--- src/rtl/hazard_stall_ctrl.sv ---
// ============================================================================
//  Module      : hazard_stall_ctrl
//  Description : Load-use / MDU-occupancy stall and exception flush control
//                for the 5-stage delay-slot MIPS pipeline.
//  Revision    : 1.0 - initial release
// ============================================================================
`default_nettype none

module hazard_stall_ctrl #(
    parameter int MDU_LATENCY = 32,
    parameter int CNT_W       = 32
) (
    input  logic             clk,
    input  logic             reset,
    input  logic [4:0]       id_rs,
    input  logic [4:0]       id_rt,
    input  logic             id_use_rs,
    input  logic             id_use_rt,
    input  logic             id_is_mdu,
    input  logic             ex_mem_read,
    input  logic [4:0]       ex_wr_reg,
    input  logic             ex_mdu_start,
    input  logic             mem_exception,
    output logic             pc_we,
    output logic [1:0]       ifid_choice,
    output logic [1:0]       idex_choice,
    output logic [1:0]       exmem_choice,
    output logic [1:0]       memwb_choice,
    output logic             mdu_busy,
    output logic             mdu_cancel,
    output logic [CNT_W-1:0] stall_cnt
);

    localparam int             CW          = (MDU_LATENCY > 1) ? $clog2(MDU_LATENCY) : 1;
    localparam logic [CW-1:0]  C_CNT_LOAD  = CW'(MDU_LATENCY - 1);
    localparam logic [1:0]     C_FLUSH     = 2'b00;
    localparam logic [1:0]     C_LOAD      = 2'b01;
    localparam logic [1:0]     C_HOLD      = 2'b10;

    typedef enum logic [0:0] {
        IDLE = 1'b0,
        BUSY = 1'b1
    } state_t;

    state_t             state_q, state_d;
    logic [CW-1:0]      cnt_q, cnt_d;
    logic [CNT_W-1:0]   stall_cnt_q, stall_cnt_d;
    logic               w_load_use;
    logic               w_mdu_stall;

    always_ff @(posedge clk or posedge reset) begin
        if (reset) begin
            state_q     <= IDLE;
            cnt_q       <= '0;
            stall_cnt_q <= '0;
        end else begin
            state_q     <= state_d;
            cnt_q       <= cnt_d;
            stall_cnt_q <= stall_cnt_d;
        end
    end

    // An MDU start seen while already BUSY is illegal and simply ignored.
    always_comb begin
        state_d    = state_q;
        cnt_d      = cnt_q;
        mdu_cancel = 1'b0;
        case (state_q)
            IDLE: begin
                if (ex_mdu_start) begin
                    if (mem_exception) begin
                        mdu_cancel = 1'b1;
                    end else begin
                        state_d = BUSY;
                        cnt_d   = C_CNT_LOAD;
                    end
                end
            end
            BUSY: begin
                if (cnt_q == '0) begin
                    state_d = IDLE;
                end else begin
                    cnt_d = cnt_q - 1'b1;
                end
            end
            default: begin
                state_d = IDLE;
                cnt_d   = '0;
            end
        endcase
    end

    assign mdu_busy = (state_q == BUSY);

    // Writes to $0 are discarded, so a load targeting it can never create a hazard.
    assign w_load_use = ex_mem_read && (ex_wr_reg != 5'd0) &&
                        ((id_use_rs && (id_rs == ex_wr_reg)) ||
                         (id_use_rt && (id_rt == ex_wr_reg)));

    assign w_mdu_stall = id_is_mdu && (mdu_busy || ex_mdu_start);

    always_comb begin
        pc_we        = 1'b1;
        ifid_choice  = C_LOAD;
        idex_choice  = C_LOAD;
        exmem_choice = C_LOAD;
        memwb_choice = C_LOAD;
        if (mem_exception) begin
            ifid_choice  = C_FLUSH;
            idex_choice  = C_FLUSH;
            exmem_choice = C_FLUSH;
            memwb_choice = C_FLUSH;
        end else if (w_mdu_stall || w_load_use) begin
            pc_we        = 1'b0;
            ifid_choice  = C_HOLD;
            idex_choice  = C_FLUSH;
        end
    end

    always_comb begin
        stall_cnt_d = stall_cnt_q;
        if (!pc_we && (stall_cnt_q != {CNT_W{1'b1}})) begin
            stall_cnt_d = stall_cnt_q + 1'b1;
        end
    end

    assign stall_cnt = stall_cnt_q;

endmodule

`default_nettype wire

--- config.mk ---
export PLATFORM = sky130hd
export DESIGN_NAME = hazard_stall_ctrl
export DESIGN_NICKNAME = d
export VERILOG_FILES = /design/src/rtl/hazard_stall_ctrl.sv
export SDC_FILE = /design/constraint.sdc
export NUM_CORES = 1
export LEC_CHECK = 0
export ABC_AREA = 1
export BUFFER_PORTS_ARGS = -buffer_cell sky130_fd_sc_hd__buf_4
export CAP_MARGIN = 20
export CORE_MARGIN = 2
export CORE_UTILIZATION = 49
export CTS_CLUSTER_DIAMETER = 200
export DETAILED_ROUTE_END_ITERATION = 8
export MAX_ROUTING_LAYER = met4
export PLACE_DENSITY = 0.77
export SLEW_MARGIN = 20
export SYNTH_ARGS = -nofsm -noshare
export SYNTH_HDL_FRONTEND = slang
export SYNTH_SLANG_ARGS = --single-unit
--- constraint.sdc ---
create_clock -name clk -period 1.6 [get_ports clk]
set_clock_uncertainty 0.05 [all_clocks]
set_input_delay 0 -clock clk [delete_from_list [all_inputs] [get_ports clk]]
set_output_delay 0 -clock clk [all_outputs]
set_load 0.02 [all_outputs]
* Word-level counts from Yosys, hierarchy flattened
Cells that the tools add are included.
** Cells by class
- Reductions and logical operators :: 13
- Add/subtract/negate cells :: 2
- Mux-type cells :: 18
- Equality and inequality tests :: 6
- Bitwise operators :: 1
** Operator list (count)
- 32-bit by 1-bit adder with 32-bit output, second input constant :: 1
- 32-bit inequality test, second input constant :: 1
- 5-bit 2-to-1 mux :: 3
- 1-bit 2-to-1 mux :: 11
- 5-bit equality test :: 2
- 5-bit case mux with 2 select lines :: 1
- 1-bit logical AND :: 6
- 2-bit inequality test, second input constant :: 3
- 5-bit logical NOT :: 1
- 5-bit nonzero test :: 1
- 5-bit by 1-bit subtractor with 5-bit output, second input constant :: 1
- 2-bit 2-to-1 mux :: 2
- 1-bit logical OR :: 3
- 3-bit AND reduction :: 1
- 1-bit case mux with 2 select lines :: 1
- 1-bit logical NOT :: 1
- 1-bit NOT :: 1
** Word-level totals
- Bits of input ports :: 23
- Output and inout port bits :: 43
- Word-level logic and storage cells :: 43
- Register bits after elaboration :: 38

* Logic depth before layout (Yosys ltp)
- Depth after elaboration :: 9
- Mapped depth :: 13
- Gate-level depth less buffers :: 11

* Worst setup path before layout
No wires, ideal clock.
- Path kind :: reg-to-reg
- Start :: reg stall_cnt_q[0], in the netlist stall_cnt[0]
- End :: reg stall_cnt_q[12], in the netlist stall_cnt[12]
- Period minus slack after synthesis :: 1.913 ns
- Stages on the path, launching flop included :: 12
- Data required time :: 1.433 ns
- Library setup time :: 0.117 ns
- Slack :: -0.313 ns
- Arrival time :: 1.745 ns
- Buffers on the path :: 1
- Cells stage by stage :: dfrtp_1 -> ha_1 -> inv_2 -> nor2_4 -> nand2_4 -> nor2_8 -> nand3_4 -> buf_2 -> nand2_1 -> inv_1 -> nand4_1 -> nand2_1
** Between the ends
- Word-level cells in the longest chain between the ends :: 2
- Elaborated cells between the ends (all ways) :: 3
- Those cells by class :: add/sub: 1; eq/ne: 1; reduce/logical: 1
** RTL lines
- from (decl) :: RTL line 47 : logic [CNT_W-1:0] stall_cnt_q, stall_cnt_d;
- from (signal assigned) :: RTL line 59 : stall_cnt_q <= stall_cnt_d;
- branches (longest 2 deep; another with 32-bit by 1-bit adder with 32-bit output)
Several ways; the timed one is not identified.
A chain may end at the register's enable or synchronous reset.

* Worst setup path after layout
- Start :: reg stall_cnt_q[7], in the netlist stall_cnt[7]
- End :: reg stall_cnt_q[31], in the netlist stall_cnt[31]
Same word-level chain as after synthesis.

==> impl_metrics.json <==
{
  "status": "finished, violations left",
  "violations": "setup timing",
  "power.share.switching": 0.336,
  "hold_viol_final": 0,
  "drc": 0,
  "multi_input_area_sq_um": 1790,
  "dpl-instance-area_sq_um": 3810,
  "numCtsBuffers": 5,
  "use_met3": 0.0371,
  "drtIter0Drc": 249,
  "cts_root_buffer": "clkbuf_8",
  "boundaryPins": 66,
  "totalWireLength_mm": 9.46,
  "hold_depth": 5,
  "synth-simple-area-share": 0.509,
  "synthAdderAreaFrac": 0.0131,
  "vdd_drop_max_mv": 0.904,
  "grt_util_met1": 0.398,
  "clk_latency_ns": 0.30,
  "grt_pass1_vias": 3056,
  "utilization": 0.761,
  "power_frac_clock": 0.295,
  "synthCells": 451,
  "yosysWarnings": 0,
  "timing.setup.tns_ns": -0.798,
  "syn2layout_area_growth_pct": 48.2,
  "end_kind": "register",
  "initial_utilization": 0.513,
  "dieArea_sq_um": 6470,
  "reg2reg_slack_ns": -0.05,
  "maxSlewHeadroom": 0.659,
  "crit_path_cell_trace": "nand2_1, nor2_4, nand2_4, nor2_8, nand3_4, nand3_4, buf_12, nand2_1, nand2_1",
  "hpwlAfterDp_mm": 6.81,
  "grt_usage": 0.298,
  "fin_cells": 651,
  "drt_first_pass_iters": 5,
  "regArea_sq_um": 957,
  "h-tree-depth": 2,
  "clk_pin_slew_worst_paths_ns": 0.09,
  "rr_worst_depth": 9,
  "drtAntennaViolNets": 0,
  "finalMaxSlewViolations": 0,
  "crit_required_ns": 1.79,
  "die_x_um": 80.4,
  "intPower_mw": 2.35,
  "cap_violations": 0,
  "num_antenna_cells": 0,
  "synth_cell_types": 30,
  "power.switching_mw": 1.19,
  "postLayoutSetupSlackWorst_ns": -0.0457,
  "synth-compound-area-share": 0.0153,
  "synthMuxAreaShare": 0,
  "worstPathMaxFanout": 8,
  "worstSetupPathType": "reg2reg",
  "ys_seq_elements": 38,
  "grt_busiest_layer": "met2",
  "hp-class": "in2reg",
  "rows": 27,
  "use_met2": 0.483,
  "pwr_density_cell_nw_per_um2": 834,
  "rsz0062_at_grt": "yes",
  "num-nets-final": 604,
  "whs_endpoint": "stall_cnt[24]$_DFFE_PP0P_",
  "syn_avg_cell_area_sq_um": 6.34,
  "critPathLaunchType": "register",
  "synth_area_sq_um": 2860,
  "r2r_end": "stall_cnt[31]$_DFFE_PP0P_",
  "timing.rr.start": "stall_cnt[7]$_DFFE_PP0P_",
  "num_vias": 3413,
  "clk_path_buf_depth": 2,
  "ys_seq_area_frac": 0.332,
  "grt_first_pass_wirelength_mm": 14.5,
  "place_ws_ns": -0.158,
  "leakage_nw": 2.26,
  "wire_per_inst_um": 14.5,
  "finalInstanceArea_sq_um": 4240,
  "finalCriticalPeriod_ns": 1.65,
  "via_per_inst": 5.24,
  "timing.final.crit_share": 1.03,
  "synth_top_family_by_area": "simple AND/OR/NAND/NOR gates",
  "core-area_sq_um": 5570,
  "cts_tree": "built",
  "yosys.area_share.xor_xnor": 0.0398,
  "die_h_um": 80.4,
  "clock-sinks": 38,
  "grt_max_degree": 39,
  "drive_gt1_frac": 0.318,
  "cp_common_cell": "nand2_1",
  "crit_path_top_delay_cell": "dfrtp_1",
  "fmax_mhz": 608,
  "p_comb_frac": 0.360,
  "io_buffers": 62,
  "grt.overflow.total": 0,
  "worstPathArrival_ns": 1.83,
  "setup_viol": 30,
  "antenna_found_initial": 0,
  "nFillCells": 439,
  "p_seq_frac": 0.344,
  "hold_path_startpoint": "mem_exception",
  "dp.cells": 628,
  "gp_congestion": 0.972,
  "worstMarginPinSlew_ns": 0.512,
  "cpPeakStageDelay_ns": 0.40
}
final cells by class:
cell class | instances | area share
clock buffer | 6 | 0.0195
clock inverter | 2 | 0.0142
inverter | 38 | 0.0342
multi-input combinational | 358 | 0.422
sequential | 38 | 0.226
tap | 72 | 0.0212
timing repair buffer | 137 | 0.263
layout by cell type (no fill, tap or decap), types with 3 or more instances in the layout:
cell	netlist	final
buf_6	2	3
buf_4	5	128
nand4_1	34	34
nor2_4	1	6
nand3_4	1	3
nand2_2	1	7
nand3b_1	14	14
nor2_2	1	11
xnor2_1	4	4
xor2_1	9	9
dfrtp_2	0	5
nand3_1	10	9
nor2_1	64	49
conb_1	1	3
dfrtp_1	38	33
nand2_1	198	191
buf_12	0	3
inv_1	37	36
clkbuf_8	0	6
routing by layer:
layer  routed length [um]  vias to the layer above  part of all wire
met2                 4520                      162              0.48
met5                    0                        -                 0
li1                     -                     1670                 -
met4                  221                        0             0.023
met3                  704                       28             0.074
met1                 4020                     1553              0.42
through the flow:
stage          hold slack [ns]  total power, mW
2_1_floorplan          0.00142             1.81
3_3_place_gp            0.0972             2.24
3_5_place_dp             0.115             2.27
4_1_cts                  0.177             3.38
5_1_grt                  0.215             3.69
6_report                 0.190             3.54
Yosys cell counts (all sizes together):
cell type  instances  share of area
and2               1         0.0022
inv               38          0.050
nand4             34          0.074
nor3               2         0.0035
a31oi              3         0.0066
buf               15          0.034
nand3             12          0.027
a21oi              1         0.0017
o21ai              4         0.0070
ha                 3          0.013
conb               1         0.0013
clkbuf             4         0.0052
nor4               1         0.0022
dfrtp             38           0.33
nand2            200           0.27
xnor2              4          0.012
nand3b            14          0.037
xor2               9          0.028
nor2              67          0.097
sequential cells by signal (all words and copies together), names as in the netlist:
name       count
mdu_busy       1
cnt_q          5
stall_cnt     32
critical path, delay by kind of cell (launching register included):
family,cells,cell delay (ns)
simple gates,8,0.98
flops,1,0.40
buf+inv,1,0.16
how the worst max path moves through the flow:
| stage | from | endpoint | slack (ns) | depth (start not counted) |
|---|---|---|---|---|
| finish | stall_cnt[7]$_DFFE_PP0P_ | stall_cnt[31]$_DFFE_PP0P_ | -0.05 | 9 |
| CTS | stall_cnt[8]$_DFFE_PP0P_ | stall_cnt[31]$_DFFE_PP0P_ | -0.01 | 8 |
| global placement | stall_cnt[0]$_DFFE_PP0P_ | stall_cnt[27]$_DFFE_PP0P_ | -0.08 | 9 |
| detailed placement | stall_cnt[0]$_DFFE_PP0P_ | stall_cnt[31]$_DFFE_PP0P_ | -0.16 | 8 |
| global route | mdu_busy$_DFF_PP0_ | cnt_q[4]$_DFFE_PP0P_ | -0.14 | 9 |
| floorplan | stall_cnt[0]$_DFFE_PP0P_ | stall_cnt[12]$_DFFE_PP0P_ | -0.07 | 11 |
repair_timing:
action	in CTS	in global routing
cloned	0	2
endpoints found under the setup margin	35	36
hold buffers	1	0
endpoints found under the hold margin	38	0
resized for setup	8	34
buffers inserted	4	8
pin swaps	1	4
power groups by stage:
| stage | clock network, mW | registers [mW] | logic, mW |
|---|---|---|---|
| detailed placement | 0 | 1.24 | 1.03 |
| finish | 1.04 | 1.22 | 1.27 |
| global route | 1.08 | 1.23 | 1.38 |
| global placement | 0 | 1.23 | 1.01 |
| floorplan | 0 | 1.31 | 0.508 |
| CTS | 1.04 | 1.21 | 1.13 |
cell families (layout without fill, tap and decap cells):
family,count (synthesis),after routing
buffers and inverters,57,183
AND/OR/NAND/NOR,331,331
other,1,3
adder cells (fa/ha/maj),3,3
XOR/XNOR,13,13
flip-flops,38,38
AO/OA/AOI/OAI,8,8
Power figures use the tool's default switching activity.
